==> src/rtl/clkdiv_update_sched.sv <==
// Round-robin scheduler for divide-ratio updates into one clock divider.
// Issues one update at a time and waits a fixed settle time after each ack.
module clkdiv_update_sched #(
  parameter int NUM_REQ       = 3,
  parameter int DIV_WIDTH     = 8,
  parameter int SETTLE_CYCLES = 16,
  parameter int RESET_DIV     = 0
) (
  input  logic                         HCLK,
  input  logic                         HRESETn,
  input  logic [NUM_REQ-1:0]           req_i,
  input  logic [NUM_REQ*DIV_WIDTH-1:0] req_div_i,
  output logic [NUM_REQ-1:0]           gnt_o,
  output logic [NUM_REQ-1:0]           done_o,
  output logic [DIV_WIDTH-1:0]         clk_div_o,
  output logic                         clk_div_valid_o,
  input  logic                         clk_div_ack_i,
  output logic [DIV_WIDTH-1:0]         cur_div_o,
  output logic                         busy_o
);

  localparam int IW = (NUM_REQ > 1) ? $clog2(NUM_REQ) : 1;
  localparam int CW = (SETTLE_CYCLES > 1) ? $clog2(SETTLE_CYCLES) : 1;
  localparam logic [CW-1:0] CNT_LOAD =
    CW'((SETTLE_CYCLES > 0) ? SETTLE_CYCLES - 1 : 0);
  localparam logic [DIV_WIDTH-1:0] RST_DIV = DIV_WIDTH'(RESET_DIV);
  localparam logic [IW-1:0] LAST = IW'(NUM_REQ - 1);

  typedef enum logic [1:0] {
    IDLE,
    ISSUE,
    SETTLE,
    DONE
  } state_t;

  state_t               state_q, state_d;
  logic                 gnt_q, gnt_d;
  logic [IW-1:0]        win_q, win_d;
  logic [IW-1:0]        ptr_q, ptr_d;
  logic [DIV_WIDTH-1:0] pend_q, pend_d;
  logic [DIV_WIDTH-1:0] div_q, div_d;
  logic [DIV_WIDTH-1:0] cur_q, cur_d;
  logic [CW-1:0]        cnt_q, cnt_d;

  logic [IW-1:0]        win;
  logic [DIV_WIDTH-1:0] win_div;
  logic [NUM_REQ-1:0]   win_oh;
  int                   idx;

  // Descending scan so the requester closest to the pointer wins.
  always_comb begin
    win = ptr_q;
    idx = 0;
    for (int k = NUM_REQ - 1; k >= 0; k--) begin
      idx = int'(ptr_q) + k;
      if (idx >= NUM_REQ) idx = idx - NUM_REQ;
      if (req_i[idx]) win = IW'(idx);
    end
  end

  always_comb begin
    win_div = '0;
    for (int i = 0; i < NUM_REQ; i++) begin
      if (IW'(i) == win) win_div = req_div_i[i*DIV_WIDTH +: DIV_WIDTH];
    end
  end

  always_comb begin
    state_d = state_q;
    gnt_d   = 1'b0;
    win_d   = win_q;
    ptr_d   = ptr_q;
    pend_d  = pend_q;
    div_d   = div_q;
    cur_d   = cur_q;
    cnt_d   = cnt_q;
    unique case (state_q)
      IDLE: begin
        if (gnt_q) begin
          if (pend_q == cur_q) begin
            state_d = DONE;
          end else begin
            state_d = ISSUE;
            div_d   = pend_q;
          end
        end else if (|req_i) begin
          gnt_d  = 1'b1;
          win_d  = win;
          pend_d = win_div;
          ptr_d  = (win == LAST) ? '0 : win + 1'b1;
        end
      end
      ISSUE: begin
        if (clk_div_ack_i) begin
          cur_d = div_q;
          if (SETTLE_CYCLES == 0) begin
            state_d = DONE;
          end else begin
            state_d = SETTLE;
            cnt_d   = CNT_LOAD;
          end
        end
      end
      SETTLE: begin
        if (cnt_q == '0) state_d = DONE;
        else cnt_d = cnt_q - 1'b1;
      end
      DONE: state_d = IDLE;
      default: state_d = IDLE;
    endcase
  end

  always_ff @(posedge HCLK or negedge HRESETn) begin
    if (!HRESETn) begin
      state_q <= IDLE;
      gnt_q   <= 1'b0;
      win_q   <= '0;
      ptr_q   <= '0;
      pend_q  <= '0;
      div_q   <= RST_DIV;
      cur_q   <= RST_DIV;
      cnt_q   <= '0;
    end else begin
      state_q <= state_d;
      gnt_q   <= gnt_d;
      win_q   <= win_d;
      ptr_q   <= ptr_d;
      pend_q  <= pend_d;
      div_q   <= div_d;
      cur_q   <= cur_d;
      cnt_q   <= cnt_d;
    end
  end

  assign win_oh          = NUM_REQ'(1) << win_q;
  assign gnt_o           = gnt_q ? win_oh : '0;
  assign done_o          = (state_q == DONE) ? win_oh : '0;
  assign clk_div_o       = div_q;
  assign clk_div_valid_o = (state_q == ISSUE);
  assign cur_div_o       = cur_q;
  assign busy_o          = (state_q != IDLE) || gnt_q;

endmodule
==> config.mk <==
export PLATFORM = sky130hd
export DESIGN_NAME = clkdiv_update_sched
export DESIGN_NICKNAME = d
export VERILOG_FILES = /design/src/rtl/clkdiv_update_sched.sv
export SDC_FILE = /design/constraint.sdc
export NUM_CORES = 1
export LEC_CHECK = 0
export BUFFER_PORTS_ARGS = -buffer_cell sky130_fd_sc_hd__buf_2
export CELL_PAD_IN_SITES_DETAIL_PLACEMENT = 2
export CELL_PAD_IN_SITES_GLOBAL_PLACEMENT = 2
export CORE_UTILIZATION = 35
export DETAILED_ROUTE_END_ITERATION = 16
export MAX_ROUTING_LAYER = met4
export PLACE_DENSITY = 0.91
export SLEW_MARGIN = 30
export SYNTH_ARGS = -nofsm -noshare
export SYNTH_HDL_FRONTEND = slang
export SYNTH_SLANG_ARGS = --single-unit
==> constraint.sdc <==
create_clock -name HCLK -period 3.4 [get_ports HCLK]
set_input_delay 0.17 -clock HCLK [delete_from_list [all_inputs] [get_ports HCLK]]
set_output_delay 0.17 -clock HCLK [all_outputs]
set_load 0.02 [all_outputs]
; ---- After elaboration in Yosys (flattened, before gate mapping)
; Index checks and enable logic that the tools add are counted.
[classes]
shifts = 1
n_bitwise = 2
mux = 32
add_sub_neg = 7
order_cmp = 6
n_eq_ne = 11
div_mod_pow = 0
reduce_logical = 12
multipliers = 0
[ops]
columns = op, count
row1 = "less-than comparator 32 x 4 -> 1 bit, second input constant", 3
row2 = two-way mux 32 bit, 3
row3 = two-way mux 8 bit, 3
row4 = two-way mux 2 bit, 8
row5 = AND reduction 3 bit, 4
row6 = two-way mux 1 bit, 9
row7 = equality test 8 bit, 1
row8 = two-way mux 4 bit, 2
row9 = one-hot mux 2 bit (4 select lines), 1
row10 = one-hot mux 4 bit (2 select lines), 1
row11 = "subtractor 3 x 2 -> 4 bit, second input constant", 2
row12 = binary-select mux 1 bit (select 2 bit), 3
row13 = "equality test 2 bit, second input constant", 3
row14 = "greater-or-equal comparator 3 x 2 -> 1 bit, second input constant", 2
row15 = two-way mux 3 bit, 2
row16 = "inequality test 2 bit, second input constant", 3
row17 = zero test 2 bit, 2
row18 = zero test 4 bit, 1
row19 = nonzero test 2 bit, 2
row20 = "subtractor 4 x 1 -> 4 bit, second input constant", 1
row21 = "adder 2 x 1 -> 3 bit, second input constant", 1
row22 = "adder 2 x 2 -> 3 bit, second input constant", 1
row23 = OR reduction 3 bit, 1
row24 = "left shift 1 x 2 -> 3 bit, first input constant", 1
row25 = 10 further kinds, 11
[word_totals]
out_inout_bits = 24
elab_cells = 79
mem_bits_ro = 0
latchBits = 0
regBits = 35
inputBits = 30
ram_bits = 0
memories = 0

; ---- Longest topological paths before layout
; Gate-level depths: netlist of run 1.
[depth]
word_depth = 13
mapped_depth = 10
depth_no_buf = 8

; ---- Least setup slack after synthesis of run 1
; OpenSTA, ideal clock, no wires.
[synth_path]
path_kind = flip-flop to flip-flop
from = reg ptr_q[0]
to = reg pend_q[0]
t_arrival_ns = 1.742
path_buffers = 2
required_ns = 3.274
stages_incl_launch_ff = 10
setup_time_ns = 0.126
path_slack_ns = 1.532
period_less_slack_ns = 1.868
cell_sequence = dfrtp_1 inv_1 ha_1 buf_2 o211ai_2 o21ai_1 o211a_1 buf_4 a32oi_1 o21ai_1
[synth_between]
elab_chain_cells = 13
word_cells_on_any_way = 29
classes_between = add/sub: 5 / order compare: 3 / eq/ne: 2 / mux: 18 / reduce/logical: 1
[synth_rtl]
columns = element, line
row1 = "start, declared", 39  ; logic [IW-1:0] ptr_q, ptr_d;
row2 = "start signal, assigned", 127  ; ptr_q <= ptr_d;
row3 = adder 2 x 2 -> 3 bit, 55  ; idx = int'(ptr_q) + k;
row4 = subtractor 3 x 2 -> 4 bit / greater-or-equal comparator 3 x 2 -> 1 bit (equally long branches), 56  ; if (idx >= NUM_REQ) idx = idx - NUM_REQ;
row5 = two-way mux 32 bit, 56
row6 = binary-select mux 1 bit (select 2 bit), 57  ; if (req_i[idx]) win = IW'(idx);
row7 = two-way mux 1 bit (not written as such) (2 in series), 57
row8 = two-way mux 2 bit (2 in series), 57
row9 = two-way mux 2 bit (*), 57
row10 = zero test 2 bit, 64  ; if (IW'(i) == win) win_div = req_div_i[i*DIV_WIDTH +: DIV_WIDTH];
row11 = two-way mux 8 bit (2 in series), 64
row12 = two-way mux 8 bit (*), 64
row13 = "end signal, assigned", 128  ; pend_q <= pend_d;
row14 = "end, declared", 40  ; logic [DIV_WIDTH-1:0] pend_q, pend_d;
; Mark *: on every way between the ends. The rest lies on a longest branch, timed or not. The select of a mux whose other input is x is not followed.
; A chain may end at the register's enable or synchronous reset.

; ---- Worst setup path after layout of run 1
[layout_path]
from = reg ptr_q[1]
to = reg pend_q[5]
; Same word-level chain as after synthesis.

==> results of run 1 <==
worst min-delay path: cells and delay by family:
family,cells,cell delay [ns]
buf+inv,1,0.08
compound gates,2,0.14
placed cells by master (no fill, tap or decap), types with 2 or more instances in the layout:
cell type | synthesis | final
o21ai_0 | 2 | 2
nor3b_1 | 5 | 5
nand2b_2 | 2 | 2
o21ai_1 | 13 | 13
buf_2 | 1 | 53
nand2_1 | 14 | 14
nor3_1 | 2 | 2
nor2_1 | 5 | 5
a32oi_1 | 8 | 8
inv_1 | 8 | 8
a21oi_1 | 3 | 3
and3_1 | 3 | 3
mux2_4 | 8 | 8
nor4_2 | 2 | 2
ha_1 | 8 | 8
mux2i_1 | 11 | 11
nand3_1 | 2 | 2
a31oi_1 | 2 | 2
mux2_2 | 8 | 8
dfrtp_1 | 35 | 35
xor2_1 | 9 | 9
clkbuf_8 | 0 | 7
nor2b_1 | 4 | 4
flip-flops by register name, indices dropped and copies added, names as in the netlist:
signal     count
win_q          2
cnt_q          4
clk_div_o      8
state_q        2
ptr_q          2
cur_div_o      8
pend_q         8
gnt_q          1
through the flow:
stage               instances  setup slack [ns]  hold slack [ns]
floorplan                 175             1.532          -0.1256
finish                    304            0.9765           0.1249
CTS                       304            0.9477           0.1259
detailed placement        295             1.075           0.3003
global route              304            0.7620           0.1540
global placement          295             1.173           0.2904
layer usage:
layer,part of all wire (%),GRT usage [%]
met2,52,34.16
met4,0.76,3.962
met1,44,24.16
met5,0,-
met3,3.7,4.000
cell type report:
| class | instances | area [um^2] |
|---|---|---|
| fillers | 613 | 3088 |
| multi-input cells | 125 | 1032 |
| flip-flops and latches | 35 | 875.8 |
| repair buffers | 55 | 282.8 |
| clock buffers | 7 | 96.34 |
| well taps | 72 | 90.09 |
| inverters | 9 | 33.78 |
| clock inverters | 1 | 7.507 |
path summary, 6_finish.rpt:
path	startpoint	slack, ns	to	cells after the start
setup / recovery	ptr_q[1]$_DFFE_PN0P_	0.98	pend_q[5]$_DFFE_PN0P_	8
hold / removal	req_div_i[8]	0.12	pend_q[0]$_DFFE_PN0P_	3
setup reg to reg	ptr_q[1]$_DFFE_PN0P_	0.98	pend_q[5]$_DFFE_PN0P_	8
hold reg to reg	clk_div_o[1]$_DFFE_PN0P_	0.55	cur_div_o[1]$_DFFE_PN0P_	1
max in group asynchronous	HRESETn	2.40	clk_div_o[6]$_DFFE_PN0P_	2
min in group asynchronous	HRESETn	0.50	cnt_q[2]$_DFFE_PN0P_	2
power breakdown:
part / leakage [nW] / switching, W / internal, W / total [W]
logic: 0.691 / 0.000769 / 0.000550 / 0.00132
registers: 0.424 / 0.000203 / 0.000613 / 0.000816
clock network: 0.0505 / 0.000161 / 0.000184 / 0.000345
total: 1.17 / 0.00113 / 0.00135 / 0.00248
cell families (layout without fill, tap and decap cells):
| group | Yosys count | in the layout | share of synthesized area (%) |
|---|---|---|---|
| muxes | 27 | 27 | 16.11 |
| AOI/OAI and AO/OA | 40 | 40 | 15.29 |
| adders and majority gates | 8 | 8 | 5.035 |
| DFF | 35 | 35 | 44.05 |
| buffers and inverters | 15 | 72 | 4.027 |
| xor gates and xnor gates | 9 | 9 | 3.965 |
| and+or+nand+nor | 41 | 41 | 11.52 |
==> impl_metrics.env, run 1 <==
export IMPL_outcome="completed"
export IMPL_grt_pass1_wl_mm=8.880
export IMPL_leakage_nw=1.166
export IMPL_fin_area_um2=2419
export IMPL_root_buffer="clkbuf_8"
export IMPL_diodes=0
export IMPL_synth_edf_count=0
export IMPL_fin_crit_sh_pct=71.28
export IMPL_wire_per_inst_um=17.39
export IMPL_drc=0
export IMPL_grt_pass1_vias=1714
export IMPL_detail_route_iter0_violations=72
export IMPL_finalCoreUtilization_pct=43.92
export IMPL_overflow=0
export IMPL_core_um2=5507
export IMPL_timing_max_cap_violations=0
export IMPL_io_pins=54
export IMPL_die_y_um=77.37
export IMPL_grt_use_total_pct=19.86
export IMPL_synth_top_cell_area_share_pct=44.05
export IMPL_drive_gt1_share_pct=38.36
export IMPL_slew_violations=0
export IMPL_cts_tree="built"
export IMPL_port_buffers=53
export IMPL_synthFlopType="dfrtp_1"
export IMPL_synth_common_cells="dfrtp_1, nand2_1, o21ai_1"
export IMPL_tns_ns=0
export IMPL_worst_path_max_fanout=12
export IMPL_syn_instance_count=175
export IMPL_syn_area_um2=1988
export IMPL_start_util_pct=36.11
export IMPL_hold_buffers=1
export IMPL_area_delta_synth_final_pct=21.65
export IMPL_crit_path_top_delay_cell="a21oi_2"
export IMPL_worstMarginPinSlew_ns=0.7992
export IMPL_synth_distinct_cells=40
export IMPL_period_minus_slack_ns=2.424
export IMPL_antenna_found_initial=0
export IMPL_cts_buffers=5
export IMPL_slew_headroom_pct=46.72
export IMPL_cts_setup_buffers=0
export IMPL_p_total_w=0.002480
export IMPL_clk_latency_ns=0.30
export IMPL_yosys_warnings=0
export IMPL_startpoint_type="flop"
export IMPL_synth_nets=213
export IMPL_cpLargestDelayFamily="compound AO/OA/AOI/OAI gates"
export IMPL_detailed_place_hpwl_mm=3.954
export IMPL_vias=1560
export IMPL_dr_pass1_iters=4
export IMPL_cts_sinks=35
export IMPL_rsz0062_at_grt="no"
export IMPL_syn_avg_cell_area_um2=11.36
export IMPL_max_freq_mhz=412.6
export IMPL_finClkSkew_ns=0.007475
export IMPL_viasPerCell=5.132
export IMPL_crit_buf_inv=1
export IMPL_slowest_delay_ns=0.47
export IMPL_cts_max_level=2
export IMPL_ys_ff_latch=35
export IMPL_grt_max_degree=36
export IMPL_die_area_um2=5986
export IMPL_yosys_area_top_type="dfrtp_1"
export IMPL_postSynth_asyncResetShare_pct=100.0
export IMPL_crit_type="reg -> reg"
export IMPL_routed_wl_mm=5.287
export IMPL_path_cells="inv_1 > ha_1 > nand2_1 > a221oi_1 > o22ai_1 > a21oi_2 > nand2b_2 > o21ai_1"
export IMPL_ant_nets=0
export IMPL_die_w_um=77.37
export IMPL_p_per_area_nw_per_um2=1025
export IMPL_cts_buffer_depth=2
export IMPL_crit_path_end_kind="flop"
export IMPL_post_dp_cell_area_um2=2305
export IMPL_synthTopCellsByArea="dfrtp_1, mux2_4, mux2i_1, ha_1, mux2_2"
export IMPL_placementRows=27
export IMPL_synth_most_common_cell="dfrtp_1"
export IMPL_hp_class="in -> reg"
export IMPL_setup_violations=0
export IMPL_crit_required_ns=3.58
export IMPL_yosysSeqAreaShare_pct=44.05
export IMPL_ir_drop_uv=319.8
export IMPL_gp_congestion=0.7736
export IMPL_finalNetCount=269
export IMPL_cts_resized=0
export IMPL_final_hold_violation_count=0
export IMPL_arrival_ns=2.61
export IMPL_clkTransAtPathRegs_ns=0.08
Power figures use the tool's default switching activity.
==> run 2, diff against run 1 <==
- CORE_UTILIZATION: 35 -> 30
- PLACE_DENSITY: 0.91 -> 0.84
- clock period: 3.4 -> 2.1 ns (I/O delays scaled with it)
==> run 2 against run 1 <==
Highest routed layer unchanged. Utilization decreased by 4.5 points. Clock skew decreased by 0.00093 ns. Flip-flop and latch count unchanged. Non-clock buffer count increased by 8. Clock-buffer cell count decreased by 1. Largest cell class unchanged. Via count increased by 3.1%. Cell area increased by 4.2%. Global-route usage decreased by 3.6 points. Critical path depth unchanged. Maximum frequency increased by 23%.
==> impl_metrics.env, run 2 (synthesis gave the netlist of run 1 again) <==
export IMPL_outcome="completed"
export IMPL_p_int_w=0.002302
export IMPL_p_sw_share_pct=44.73
export IMPL_antenna_found_initial=0
export IMPL_fin_crit_sh_pct=93.82
export IMPL_slew_violations=0
export IMPL_io_pins=54
export IMPL_clk_latency_ns=0.29
export IMPL_grt_pass1_wl_mm=8.659
export IMPL_cts_buffer_depth=2
export IMPL_startpoint_type="flop"
export IMPL_die_area_um2=6956
export IMPL_worst_path_max_fanout=7
export IMPL_setup_violations=0
export IMPL_die_y_um=83.41
export IMPL_r2r_start="ptr_q[0]$_DFFE_PN0P_"
export IMPL_crit_type="reg -> reg"
export IMPL_grt_pass1_vias=1674
export IMPL_cts_buffers=5
export IMPL_gp_congestion=0.7194
export IMPL_r2r_setup_slack_ns=0.13
export IMPL_placementRows=29
export IMPL_area_delta_synth_final_pct=26.75
export IMPL_clkPwrFrac_pct=11.4
export IMPL_drc=0
export IMPL_tns_ns=0
export IMPL_crit_required_ns=2.27
export IMPL_rr_worst_depth=8
export IMPL_port_buffers=53
export IMPL_p_seq_share_pct=31.5
export IMPL_ir_drop_uv=713.7
export IMPL_p_sw_w=0.001863
export IMPL_mostFrequentLayoutCells="buf_2, dfrtp_1, nand2_1, o21ai_1"
export IMPL_routed_wl_mm=5.248
export IMPL_leakage_nw=1.195
export IMPL_p_per_area_nw_per_um2=1653
export IMPL_mostFrequentLayoutCell="buf_2"
export IMPL_cts_max_level=2
export IMPL_worstMarginPinSlew_ns=0.7791
export IMPL_min_to="pend_q[6]$_DFFE_PN0P_"
export IMPL_overflow=0
export IMPL_finalCoreUtilization_pct=39.46
export IMPL_grt_max_degree=36
export IMPL_hp_start="req_div_i[14]"
export IMPL_crit_path_end_kind="flop"
export IMPL_timing_max_cap_violations=0
export IMPL_cts_sinks=35
export IMPL_start_util_pct=31.13
export IMPL_wire_per_inst_um=16.56
export IMPL_root_buffer="clkbuf_8"
export IMPL_grt_use_total_pct=16.23
export IMPL_viasPerCell=5.073
export IMPL_cts_tree="built"
export IMPL_timing_rr_end="pend_q[2]$_DFFE_PN0P_"
export IMPL_dr_pass1_iters=4
export IMPL_worstHoldPathCells=3
export IMPL_slew_headroom_pct=48.06
export IMPL_period_minus_slack_ns=1.970
export IMPL_ant_nets=0
export IMPL_diodes=0
export IMPL_hp_class="in -> reg"
export IMPL_final_hold_violation_count=0
export IMPL_finClkSkew_ns=0.006544
export IMPL_vias=1608
export IMPL_detail_route_iter0_violations=24
export IMPL_die_w_um=83.41
export IMPL_detailed_place_hpwl_mm=3.980
export IMPL_clkTransAtPathRegs_ns=0.07
export IMPL_core_um2=6386
export IMPL_arrival_ns=2.14
export IMPL_finalNetCount=277
export IMPL_max_freq_mhz=507.6
export IMPL_drive_gt1_share_pct=44.17
export IMPL_comb_power_share_pct=57.1
-- run 2: area by class of cell --
cell class,count,area [um^2]
sequential,35,877.1
clock inverter,2,12.51
multi-input combinational,125,1077
timing repair buffer,63,350.3
inverter,9,33.78
tap,77,96.34
clock buffer,6,72.57
fill,686,3866
-- run 2: critical path, cell delays in order (launching register included) --
cell and delay (ns):
dfrtp_2 0.42, inv_1 0.10, ha_2 0.33, o211ai_2 0.24
o21ai_2 0.11, o21ai_2 0.19, buf_6 0.16, mux2i_2 0.22
o21ai_1 0.08
-- run 2: power groups by stage --
stage	logic [W]	clock network, W	registers [W]
after floorplan	0.00147	0	0.00140
after global placement	0.00211	0	0.00131
after detailed placement	0.00220	0	0.00133
after CTS	0.00223	0.000491	0.00132
after global routing	0.00260	0.000517	0.00136
final	0.00238	0.000475	0.00131
-- run 2: timing repair --
action | 4_1_cts | 5_1_grt
pin swaps | 0 | 3
setup buffers | 0 | 3
resized for setup | 2 | 14
setup endpoints to repair | 8 | 10
gates cloned | 0 | 1
endpoints found under the hold margin | 35 | 0
hold buffers | 1 | 0
-- run 2: per-stage QoR --
stage,hold slack [ns],instance area [um^2],setup slack (ns),std cells,total power (W)
CTS,0.07470,2439,0.04158,313,0.004042
detailed placement,0.2357,2341,-0.03577,304,0.003537
floorplan,-0.1906,1988,0.2315,175,0.002876
global placement,0.2325,2341,0.07562,304,0.003417
global route,0.08019,2520,-0.006763,317,0.004479
finish,0.07802,2520,0.1299,317,0.004165
-- run 2: worst max path at each step --
| stage | from | to | slack [ns] | depth (start not counted) |
|---|---|---|---|---|
| 5_1_grt | ptr_q[0]$_DFFE_PN0P_ | pend_q[5]$_DFFE_PN0P_ | -0.007 | 9 |
| 2_1_floorplan | ptr_q[0]$_DFFE_PN0P_ | pend_q[0]$_DFFE_PN0P_ | 0.23 | 9 |
| 3_3_place_gp | ptr_q[0]$_DFFE_PN0P_ | pend_q[2]$_DFFE_PN0P_ | 0.08 | 8 |
| 3_5_place_dp | ptr_q[0]$_DFFE_PN0P_ | pend_q[0]$_DFFE_PN0P_ | -0.04 | 7 |
| 4_1_cts | ptr_q[0]$_DFFE_PN0P_ | pend_q[2]$_DFFE_PN0P_ | 0.04 | 8 |
| 6_report | ptr_q[0]$_DFFE_PN0P_ | pend_q[2]$_DFFE_PN0P_ | 0.13 | 8 |
-- run 2: routing by layer --
layer / wire [um] / track usage, %
met1: 2244 / 19.23
met2: 2719 / 27.27
met3: 246 / 4.374
met4: 38 / 4.232
met5: 0 / -
